==> src/rtl/qam_spi_pkg.sv <==
// rtl/qam_spi_pkg.sv - shared SPI frame constants and types for the qam_top configuration port
package qam_spi_pkg;

  localparam logic SPI_WRITE = 1'b1;
  localparam logic SPI_READ  = 1'b0;

  localparam int SPI_ADDR_W     = 10;
  localparam int SPI_DATA_W     = 8;
  localparam int SPI_FRAME_BITS = 33;
  localparam int SPI_DATA_FIRST = 20;
  localparam int SPI_DATA_LAST  = 27;
  localparam int SPI_BIT_CNT_W  = 6;

  localparam logic [SPI_ADDR_W-1:0] SPI_BASE_ICOEFF = 10'd128;
  localparam logic [SPI_ADDR_W-1:0] SPI_BASE_QCOEFF = 10'd256;
  localparam logic [SPI_ADDR_W-1:0] SPI_BASE_IOUT   = 10'd512;

  typedef enum logic [1:0] {
    ST_IDLE  = 2'd0,
    ST_SHIFT = 2'd1,
    ST_GAP   = 2'd2
  } spi_state_e;

  // Frame layout: rw, addr, 9 dead bits, data, 5 dead bits; read frames carry zero data.
  function automatic logic [SPI_FRAME_BITS-1:0] spi_frame(
    input logic                  rw,
    input logic [SPI_ADDR_W-1:0] addr,
    input logic [SPI_DATA_W-1:0] wdata
  );
    return {rw, addr, 9'b0, (rw ? wdata : {SPI_DATA_W{1'b0}}), 5'b0};
  endfunction

endpackage

==> src/rtl/spi_half_tick.sv <==
// rtl/spi_half_tick.sv - CLK_DIV counter with synchronous clear, one-cycle tick per SCLK half-period
module spi_half_tick #(
  parameter int CLK_DIV = 4
) (
  input  logic clk,
  input  logic rst_n,
  input  logic clr,
  input  logic en,
  output logic tick
);

  localparam int CW = (CLK_DIV > 2) ? $clog2(CLK_DIV) : 1;
  localparam logic [CW-1:0] LAST = CW'(CLK_DIV - 1);

  logic [CW-1:0] cnt;

  always_ff @(posedge clk) begin
    if (!rst_n || clr) begin
      cnt <= '0;
    end else if (en) begin
      cnt <= (cnt == LAST) ? '0 : cnt + 1'b1;
    end
  end

  assign tick = en && (cnt == LAST);

endmodule

==> src/rtl/qam_spi_master.sv <==
// rtl/qam_spi_master.sv - SPI initiator turning one rw/addr/wdata request into a 33-SCLK frame
module qam_spi_master
  import qam_spi_pkg::*;
#(
  parameter int CLK_DIV    = 4,
  parameter int GAP_HALVES = 2
) (
  input  logic                  dsp_clk,
  input  logic                  rst_n,
  input  logic                  req_valid,
  output logic                  req_ready,
  input  logic                  req_rw,
  input  logic [SPI_ADDR_W-1:0] req_addr,
  input  logic [SPI_DATA_W-1:0] req_wdata,
  output logic                  rsp_valid,
  output logic [SPI_DATA_W-1:0] rsp_rdata,
  output logic                  rsp_err,
  output logic                  SCLK,
  output logic                  MOSI,
  output logic                  CSN,
  input  logic                  MISO,
  input  logic                  MISO_enable
);

  localparam int GW = (GAP_HALVES > 1) ? $clog2(GAP_HALVES) : 1;
  localparam logic [GW-1:0] GAP_LAST = GW'(GAP_HALVES - 1);
  localparam logic [SPI_BIT_CNT_W-1:0] BIT_LAST  = SPI_BIT_CNT_W'(SPI_FRAME_BITS - 1);
  localparam logic [SPI_BIT_CNT_W-1:0] BIT_DFIRST = SPI_BIT_CNT_W'(SPI_DATA_FIRST);
  localparam logic [SPI_BIT_CNT_W-1:0] BIT_DLAST  = SPI_BIT_CNT_W'(SPI_DATA_LAST);

  spi_state_e                  state, state_n;
  logic [SPI_FRAME_BITS-1:0]   tx_sr, tx_sr_n;
  logic [SPI_DATA_W-1:0]       rx_sr, rx_sr_n;
  logic [SPI_BIT_CNT_W-1:0]    bit_cnt, bit_cnt_n;
  logic [GW-1:0]               gap_cnt, gap_cnt_n;
  logic                        err, err_n;
  logic                        ready_n, rsp_valid_n, rsp_err_n;
  logic [SPI_DATA_W-1:0]       rsp_rdata_n;
  logic                        sclk_n, mosi_n, csn_n;
  logic                        tick;
  logic                        in_data;

  // Divider runs through SHIFT and GAP; held cleared in IDLE so a frame starts on a fresh phase.
  spi_half_tick #(.CLK_DIV(CLK_DIV)) u_half_tick (
    .clk   (dsp_clk),
    .rst_n (rst_n),
    .clr   (state == ST_IDLE),
    .en    (state != ST_IDLE),
    .tick  (tick)
  );

  assign in_data = (bit_cnt >= BIT_DFIRST) && (bit_cnt <= BIT_DLAST);

  always_comb begin
    state_n     = state;
    tx_sr_n     = tx_sr;
    rx_sr_n     = rx_sr;
    bit_cnt_n   = bit_cnt;
    gap_cnt_n   = gap_cnt;
    err_n       = err;
    ready_n     = req_ready;
    rsp_valid_n = 1'b0;
    rsp_rdata_n = rsp_rdata;
    rsp_err_n   = rsp_err;
    sclk_n      = SCLK;
    mosi_n      = MOSI;
    csn_n       = CSN;

    case (state)
      ST_IDLE: begin
        ready_n = 1'b1;
        if (req_valid && req_ready) begin
          tx_sr_n   = spi_frame(req_rw, req_addr, req_wdata);
          rx_sr_n   = '0;
          bit_cnt_n = '0;
          err_n     = 1'b0;
          ready_n   = 1'b0;
          csn_n     = 1'b0;
          sclk_n    = 1'b0;
          mosi_n    = req_rw;
          state_n   = ST_SHIFT;
        end
      end

      ST_SHIFT: begin
        if (tick) begin
          if (!SCLK) begin
            sclk_n = 1'b1;
            if (in_data) begin
              rx_sr_n = {rx_sr[SPI_DATA_W-2:0], MISO_enable & MISO};
              err_n   = err | ~MISO_enable;
            end
          end else if (bit_cnt != BIT_LAST) begin
            sclk_n    = 1'b0;
            bit_cnt_n = bit_cnt + 1'b1;
            tx_sr_n   = {tx_sr[SPI_FRAME_BITS-2:0], 1'b0};
            mosi_n    = tx_sr[SPI_FRAME_BITS-2];
          end else begin
            // Last falling edge closes the frame and reports in the same cycle.
            sclk_n      = 1'b0;
            csn_n       = 1'b1;
            mosi_n      = 1'b0;
            rsp_valid_n = 1'b1;
            rsp_rdata_n = rx_sr;
            rsp_err_n   = err;
            gap_cnt_n   = '0;
            state_n     = ST_GAP;
          end
        end
      end

      ST_GAP: begin
        if (tick) begin
          if (gap_cnt == GAP_LAST) begin
            ready_n = 1'b1;
            state_n = ST_IDLE;
          end else begin
            gap_cnt_n = gap_cnt + 1'b1;
          end
        end
      end

      default: begin
        state_n = ST_IDLE;
      end
    endcase
  end

  always_ff @(posedge dsp_clk) begin
    if (!rst_n) begin
      state     <= ST_IDLE;
      tx_sr     <= '0;
      rx_sr     <= '0;
      bit_cnt   <= '0;
      gap_cnt   <= '0;
      err       <= 1'b0;
      req_ready <= 1'b1;
      rsp_valid <= 1'b0;
      rsp_rdata <= '0;
      rsp_err   <= 1'b0;
      SCLK      <= 1'b0;
      MOSI      <= 1'b0;
      CSN       <= 1'b1;
    end else begin
      state     <= state_n;
      tx_sr     <= tx_sr_n;
      rx_sr     <= rx_sr_n;
      bit_cnt   <= bit_cnt_n;
      gap_cnt   <= gap_cnt_n;
      err       <= err_n;
      req_ready <= ready_n;
      rsp_valid <= rsp_valid_n;
      rsp_rdata <= rsp_rdata_n;
      rsp_err   <= rsp_err_n;
      SCLK      <= sclk_n;
      MOSI      <= mosi_n;
      CSN       <= csn_n;
    end
  end

endmodule
==> config.mk <==
export PLATFORM = sky130hd
export DESIGN_NAME = qam_spi_master
export DESIGN_NICKNAME = d
export VERILOG_FILES = /design/src/rtl/qam_spi_pkg.sv /design/src/rtl/spi_half_tick.sv /design/src/rtl/qam_spi_master.sv
export SDC_FILE = /design/constraint.sdc
export NUM_CORES = 1
export LEC_CHECK = 0
export ABC_AREA = 0
export CAP_MARGIN = 10
export CORE_ASPECT_RATIO = 0.7
export CORE_MARGIN = 2
export CORE_UTILIZATION = 49
export DETAILED_ROUTE_END_ITERATION = 10
export MAX_ROUTING_LAYER = met4
export PLACE_DENSITY = 0.76
export SLEW_MARGIN = 15
export SYNTH_ARGS = -nofsm -noshare
export SYNTH_HDL_FRONTEND = slang
export SYNTH_SLANG_ARGS = --single-unit
==> constraint.sdc <==
create_clock -name dsp_clk -period 1.6 [get_ports dsp_clk]
set_input_delay 0.16 -clock dsp_clk [delete_from_list [all_inputs] [get_ports dsp_clk]]
set_output_delay 0.16 -clock dsp_clk [all_outputs]
set_load 0.005 [all_outputs]
# Word-level counts from Yosys, hierarchy flattened
# Cells that the tools add are included.
dict set report totals {
  in_bits 24
  reg_bits 66
  wordCells 108
  out_inout_bits 14
}
dict set report op_classes {
  n_bitwise 4
  n_mux 52
  n_reduce_logical 20
  magnitude_cmp 2
  addsub 3
  eq_ne 13
}
# op n
set op_table {}
lappend op_table {{32-bit two-way mux} 4}
lappend op_table {{32-bit one-hot mux with 2 select lines} 1}
lappend op_table {{8-bit two-way mux} 5}
lappend op_table {{6-bit two-way mux} 4}
lappend op_table {{1-bit two-way mux} 22}
lappend op_table {{5-bit AND reduction} 4}
lappend op_table {{2-bit inequality test (second input constant)} 9}
lappend op_table {{8-bit one-hot mux with 2 select lines} 1}
lappend op_table {{2-bit two-way mux} 7}
lappend op_table {{1-bit one-hot mux with 2 select lines} 6}
lappend op_table {{6-bit one-hot mux with 2 select lines} 1}
lappend op_table {{4-bit AND reduction} 3}
lappend op_table {{2-bit nonzero test} 4}
lappend op_table {{6-bit by 1-bit adder with 6-bit output (second input constant)} 1}
lappend op_table {{6-bit by 5-bit >= comparator with 1-bit output (second input constant)} 1}
lappend op_table {{6-bit by 5-bit less-or-equal comparator with 1-bit output (second input constant)} 1}
lappend op_table {{6-bit inequality test (second input constant)} 1}
lappend op_table {{2-bit one-hot mux with 3 select lines} 1}
lappend op_table {{3-bit AND reduction} 2}
lappend op_table {{6-bit AND reduction} 1}
lappend op_table {{2-bit equality test (second input constant)} 2}
lappend op_table {{1-bit logical AND} 3}
lappend op_table {{2-bit by 1-bit adder with 2-bit output (second input constant)} 1}
lappend op_table {{2-bit by 1-bit equality test with 1-bit output (second input constant)} 1}
lappend op_table {{other kinds (7)} 8}

# Depth between registers and ports, before layout
# Gate-level depths: netlist of the first run.
dict set report depth {
  depth_word 6
  mapped_depth 7
  depth_no_buf 6
}

# By module
# Synthesis of the first run repeated with hierarchy kept, for this count alone.
dict set report unflattened {
  hier_cells 297
  hier_area_um2 2701.3
}
# mod area_per_inst_um2 cells_each n_inst
set by_module_without_submodules {}
lappend by_module_without_submodules {qam_spi_master 2598.7 287 1}
lappend by_module_without_submodules {spi_half_tick 102.6 10 1}

# Worst setup path after synthesis of the first run
# Ideal clock, no wire load.
dict set report synth_timing {
  path_type {register to register}
  from {reg u_half_tick.cnt[0]}
  to {reg rx_sr[0]}
  stages_incl_launch_ff 8
  path_buffers 2
  arrival_time_ns 1.486
  path_slack_ns 0.038
  required_time_ns 1.524
  path_cell_list {dfxtp_1 -> ha_1 -> and3b_1 -> clkbuf_1 -> and4_1 -> buf_2 -> nand4_1 -> a21boi_0}
}
dict set report synth_between {
  elab_chain_cells 4
}
# element line_no
set synth_lines {}
lappend synth_lines {{from (decl)} spi_half_tick.sv:15} ;# logic [CW-1:0] cnt;
lappend synth_lines {{from (signal assigned)} spi_half_tick.sv:21} ;# cnt <= (cnt == LAST) ? '0 : cnt + 1'b1;
lappend synth_lines {{2-bit equality test} spi_half_tick.sv:25} ;# assign tick = en && (cnt == LAST);
lappend synth_lines {{1-bit logical AND} spi_half_tick.sv:25}
lappend synth_lines {{2-bit inequality test (no source line)} n/a}
lappend synth_lines {{5-bit AND reduction (no source line)} n/a}
lappend synth_lines {{to (signal assigned)} qam_spi_master.sv:147} ;# rx_sr <= rx_sr_n;
lappend synth_lines {{to (decl)} qam_spi_master.sv:33} ;# logic [SPI_DATA_W-1:0] rx_sr, rx_sr_n;
# Every way passes these cells.
# A chain may end at the register's enable or synchronous reset.

# Worst setup path in the final report of the first run
dict set report layout_timing {
  from {reg state[0]}
  to {reg tx_sr[31]}
}
dict set report layout_between {
  elab_chain_cells 4
  elab_cells_between_ends 11
  cone_classes {eq/ne (5); mux (1); reduce/logical (5)}
}
# element line_no
set layout_lines {}
lappend layout_lines {{from (decl)} qam_spi_master.sv:31} ;# spi_state_e state, state_n;
lappend layout_lines {{from (signal assigned)} qam_spi_master.sv:145} ;# state <= state_n;
lappend layout_lines {{2-bit nonzero test} qam_spi_master.sv:48} ;# .en (state != ST_IDLE),
lappend layout_lines {{1-bit logical AND} spi_half_tick.sv:25}
lappend layout_lines {{2-bit inequality test (no source line)} n/a}
lappend layout_lines {{5-bit AND reduction (no source line)} n/a}
lappend layout_lines {{to (signal assigned)} qam_spi_master.sv:146} ;# tx_sr <= tx_sr_n;
lappend layout_lines {{to (decl)} qam_spi_master.sv:32} ;# logic [SPI_FRAME_BITS-1:0] tx_sr, tx_sr_n;
# Several ways; a longest one is shown, not always the timed one.

==> results.md, run 1 <==
* Status: complete, but fails checks
* Failing checks: negative setup slack
* TritonCTS buffer count at 9
* Total I/O pin count at 38
* N_diodes at 0
* All-Layer GR Usage at 0.211
* Reg-to-reg slack, setup at -20 ps
* Dominant cell type by area after synthesis: dfxtp_1
* Hold buffer count at CTS at 0
* Start point of the critical path: state[0]
* Clock Tree Root: clkbuf_8
* RR Startpoint: state[0]
* Nets at 373
* Clk pwr share at 0.422
* Ys flop type: dfxtp_1
* Most frequent cells in the layout: dfxtp_1 (55), nand2_1 (38), clkdlybuf4s50_1 (37), nand3_1 (25), nor2b_1 (22)
* Clock latency on the worst-skew pair at 350 ps
* Worst IR Drop VDD at 0.000537 V
* Final period util at 1.01
* Switching Power at 911 µW
* Final wirelength at 6520 µm
* DR vias/cell at 5.39
* Kind of critical path: reg2reg
* WL/cell at 15.4 µm
* Die Width at 92.5 µm
* Final Hold Vio Count at 0
* DRC at 0
* Final worst slack at -19.5 ps
* Start point of the worst hold path: req_wdata[0]
* Max-cap violations at 0
* Pwr/cell area at 967 nW/µm²
* Share of cells above drive strength 1 at 0.242
* Remaining global-route overflow at 0
* Die height at 65.9 µm
* Pint at 2.71 mW
* Sw Ratio at 0.251
* Commonest non-fill, non-tap cell in the layout: dfxtp_1
* Worst-path maximum fanout at 9
* Largest net degree at the start of global routing at 56
* Worst endpoint required time at 1840 ps
* Footprint of the multi-input gates at 1450 µm²
* CTS tree: yes
* Clk buf depth at 2
* CTS H-Tree Depth at 3
* Worst hold slack at 406 ps
* Post-synthesis cell type count at 39
* Comb pwr share at 0.135
* Core Region at 5260 µm²
* Slew HR at 0.743
* Post-synth top area share at 0.455
* Row count at 22
* Final setup fails at 3
* Synthesis-to-layout area growth at 39.7%
* DR vias at 2282
* Clock period minus final worst setup slack at 1620 ps
* Critical Path End Type: register
* Register bit total from synthesis at 61
* Worst Setup Start Kind: register
* Synthesized instance count at 292
* Final TNS setup at -27.3 ps
* Clock transition at path regs at 70 ps
* GPL Wtd Cong at 0.766
* Crit-path cells: buf_4 > nand4b_4 > a2bb2oi_4 > clkbuf_16 > nand3_2 > o211a_1
* Vias in the first global route at 2072
* Critical path arrival at 1860 ps
* Yosys warnings at 0
* Fillers at 374
* Detailed Place HPWL at 3840 µm
* Post-Syn Area at 2690 µm²
* Initial antenna violation count at 0
* Crit-path slowest cell: a2bb2oi_4
* LEAKAGE at 1.51 nW
* First-pass GRT wire length at 9690 µm
* Drt pass-1 iters at 4
* Worst min path class: in2reg
* Drt initial violations at 182
* Post-Syn Area per Cell at 9.20 µm²
* Max Slew Vio Count at 0
* Max incr delay on CP at 390 ps
* CTS sink count at 61
* Initial core utilization at 0.511
* Sequential Power Share at 0.444
* Synth area leaders: dfxtp_1 (45%), nand3_1 (7.8%), o211a_1 (6.7%)
* Antenna Nets Post-Route at 0
* Unrepaired setup endpoints after global routing: true
* Final setup skew at 6.54 ps
* Post-synthesis sequential area ratio at 0.455
* Async SR Flop Fraction at 0
* Die area at 6100 µm²
* Register area at 1230 µm²
* Post-Syn Nets at 319
* Fmax at 0.617 GHz
* Worst slew pin tran at 383 ps
* Port Buf Inserts at 37
* Number of flops mapped to enable cells by yosys at 0
[power groups by stage]
stage                     Combinational [mW]  Sequential [mW]  Clock (mW)
after floorplan                        0.223             1.63           0
after global placement                 0.369             1.64           0
after detailed placement               0.378             1.64           0
after CTS                              0.381             1.60        1.55
after global routing                   0.525             1.61        1.61
final                                  0.488             1.61        1.53
[worst max-delay path: cells and delay by family, from the launching register on]
kind / cells / cell delay (ps)
buffers and inverters: 2 / 390
AOI/OAI and AO/OA: 2 / 520
DFF: 1 / 320
and+or+nand+nor: 2 / 260
[state kept, by name, indices dropped and copies added, names as in the netlist]
name             flops
rsp_valid            1
err                  1
rx_sr                8
req_ready            1
MOSI                 1
bit_cnt              6
tx_sr               27
gap_cnt              1
state                2
SCLK                 1
rsp_rdata            8
CSN                  1
rsp_err              1
u_half_tick.cnt      2
[per-layer routing]
metal / part of all wire / GRT usage
met1: 0.47 / 0.264
met2: 0.46 / 0.319
met3: 0.059 / 0.0730
met4: 0.013 / 0.0784
met5: 0 / -
[repair_timing]
item                                    in CTS  in global routing
pin swaps                                    0                  8
resized for setup                            3                 37
endpoints found under the hold margin        0                  0
endpoints found under the setup margin      22                 44
cloned                                       0                  6
setup buffers                                0                  2
[layout make-up]
class | instances | share of cell area
multi-input cells | 200 | 0.387
flip-flops and latches | 61 | 0.328
repair buffers | 68 | 0.196
clock buffers | 9 | 0.0330
clock inverters | 7 | 0.0267
well taps | 72 | 0.0240
inverters | 6 | 0.00601
[cell families after synthesis]
| group | after synthesis | share of synthesized area |
|---|---|---|
| and+or+nand+nor | 128 | 0.250 |
| DFF | 61 | 0.455 |
| AOI/OAI and AO/OA | 56 | 0.179 |
| buffers and inverters | 31 | 0.0550 |
| muxes | 9 | 0.0336 |
| xor gates and xnor gates | 4 | 0.0130 |
| adders and majority gates | 3 | 0.0140 |
[stage by stage]
step,utilization,power (mW),setup WS [ps],cells,area [µm²]
6_report,0.713,3.63,-19.5,423,3750
4_1_cts,0.663,3.53,2.81,415,3490
3_5_place_dp,0.619,2.02,-67.1,399,3260
3_3_place_gp,0.619,2.01,-32.7,399,3260
5_1_grt,0.713,3.75,-84.5,423,3750
2_1_floorplan,-,1.85,38.3,292,2690
[cells in the mapped netlist, types with 2 or more instances]
| master | count |
|---|---|
| a22oi_1 | 10 |
| xnor2_1 | 3 |
| nand2_1 | 39 |
| mux2i_1 | 9 |
| nand3_1 | 42 |
| o21ai_0 | 6 |
| buf_6 | 2 |
| dfxtp_1 | 61 |
| clkbuf_1 | 12 |
| nor2_1 | 6 |
| inv_1 | 6 |
| a21oi_1 | 4 |
| or3_1 | 3 |
| nor3_1 | 3 |
| nor2b_1 | 22 |
| a21boi_0 | 10 |
| o211a_1 | 18 |
| and2_1 | 2 |
| ha_1 | 3 |
| buf_2 | 10 |
| nand4_1 | 3 |
[final timing paths]
path	endpoint	depth (start not counted)
max	tx_sr[31]	6
min	tx_sr[5]	3
max reg2reg	tx_sr[31]	6
min reg2reg	u_half_tick.cnt[0]	1
No activity file was read; power rests on OpenSTA's default activity.
==> inputs of run 2 (changes only) <==
--- a/config.mk
+++ b/config.mk
@@ -10,6 +10,7 @@
 export CORE_ASPECT_RATIO = 0.7
 export CORE_MARGIN = 2
 export CORE_UTILIZATION = 49
+export CTS_CLUSTER_SIZE = 20
 export DETAILED_ROUTE_END_ITERATION = 10
 export MAX_ROUTING_LAYER = met4
 export PLACE_DENSITY = 0.76
==> results of run 2 <==
No change in the layout: final DEF, timing and power equal those of run 1.
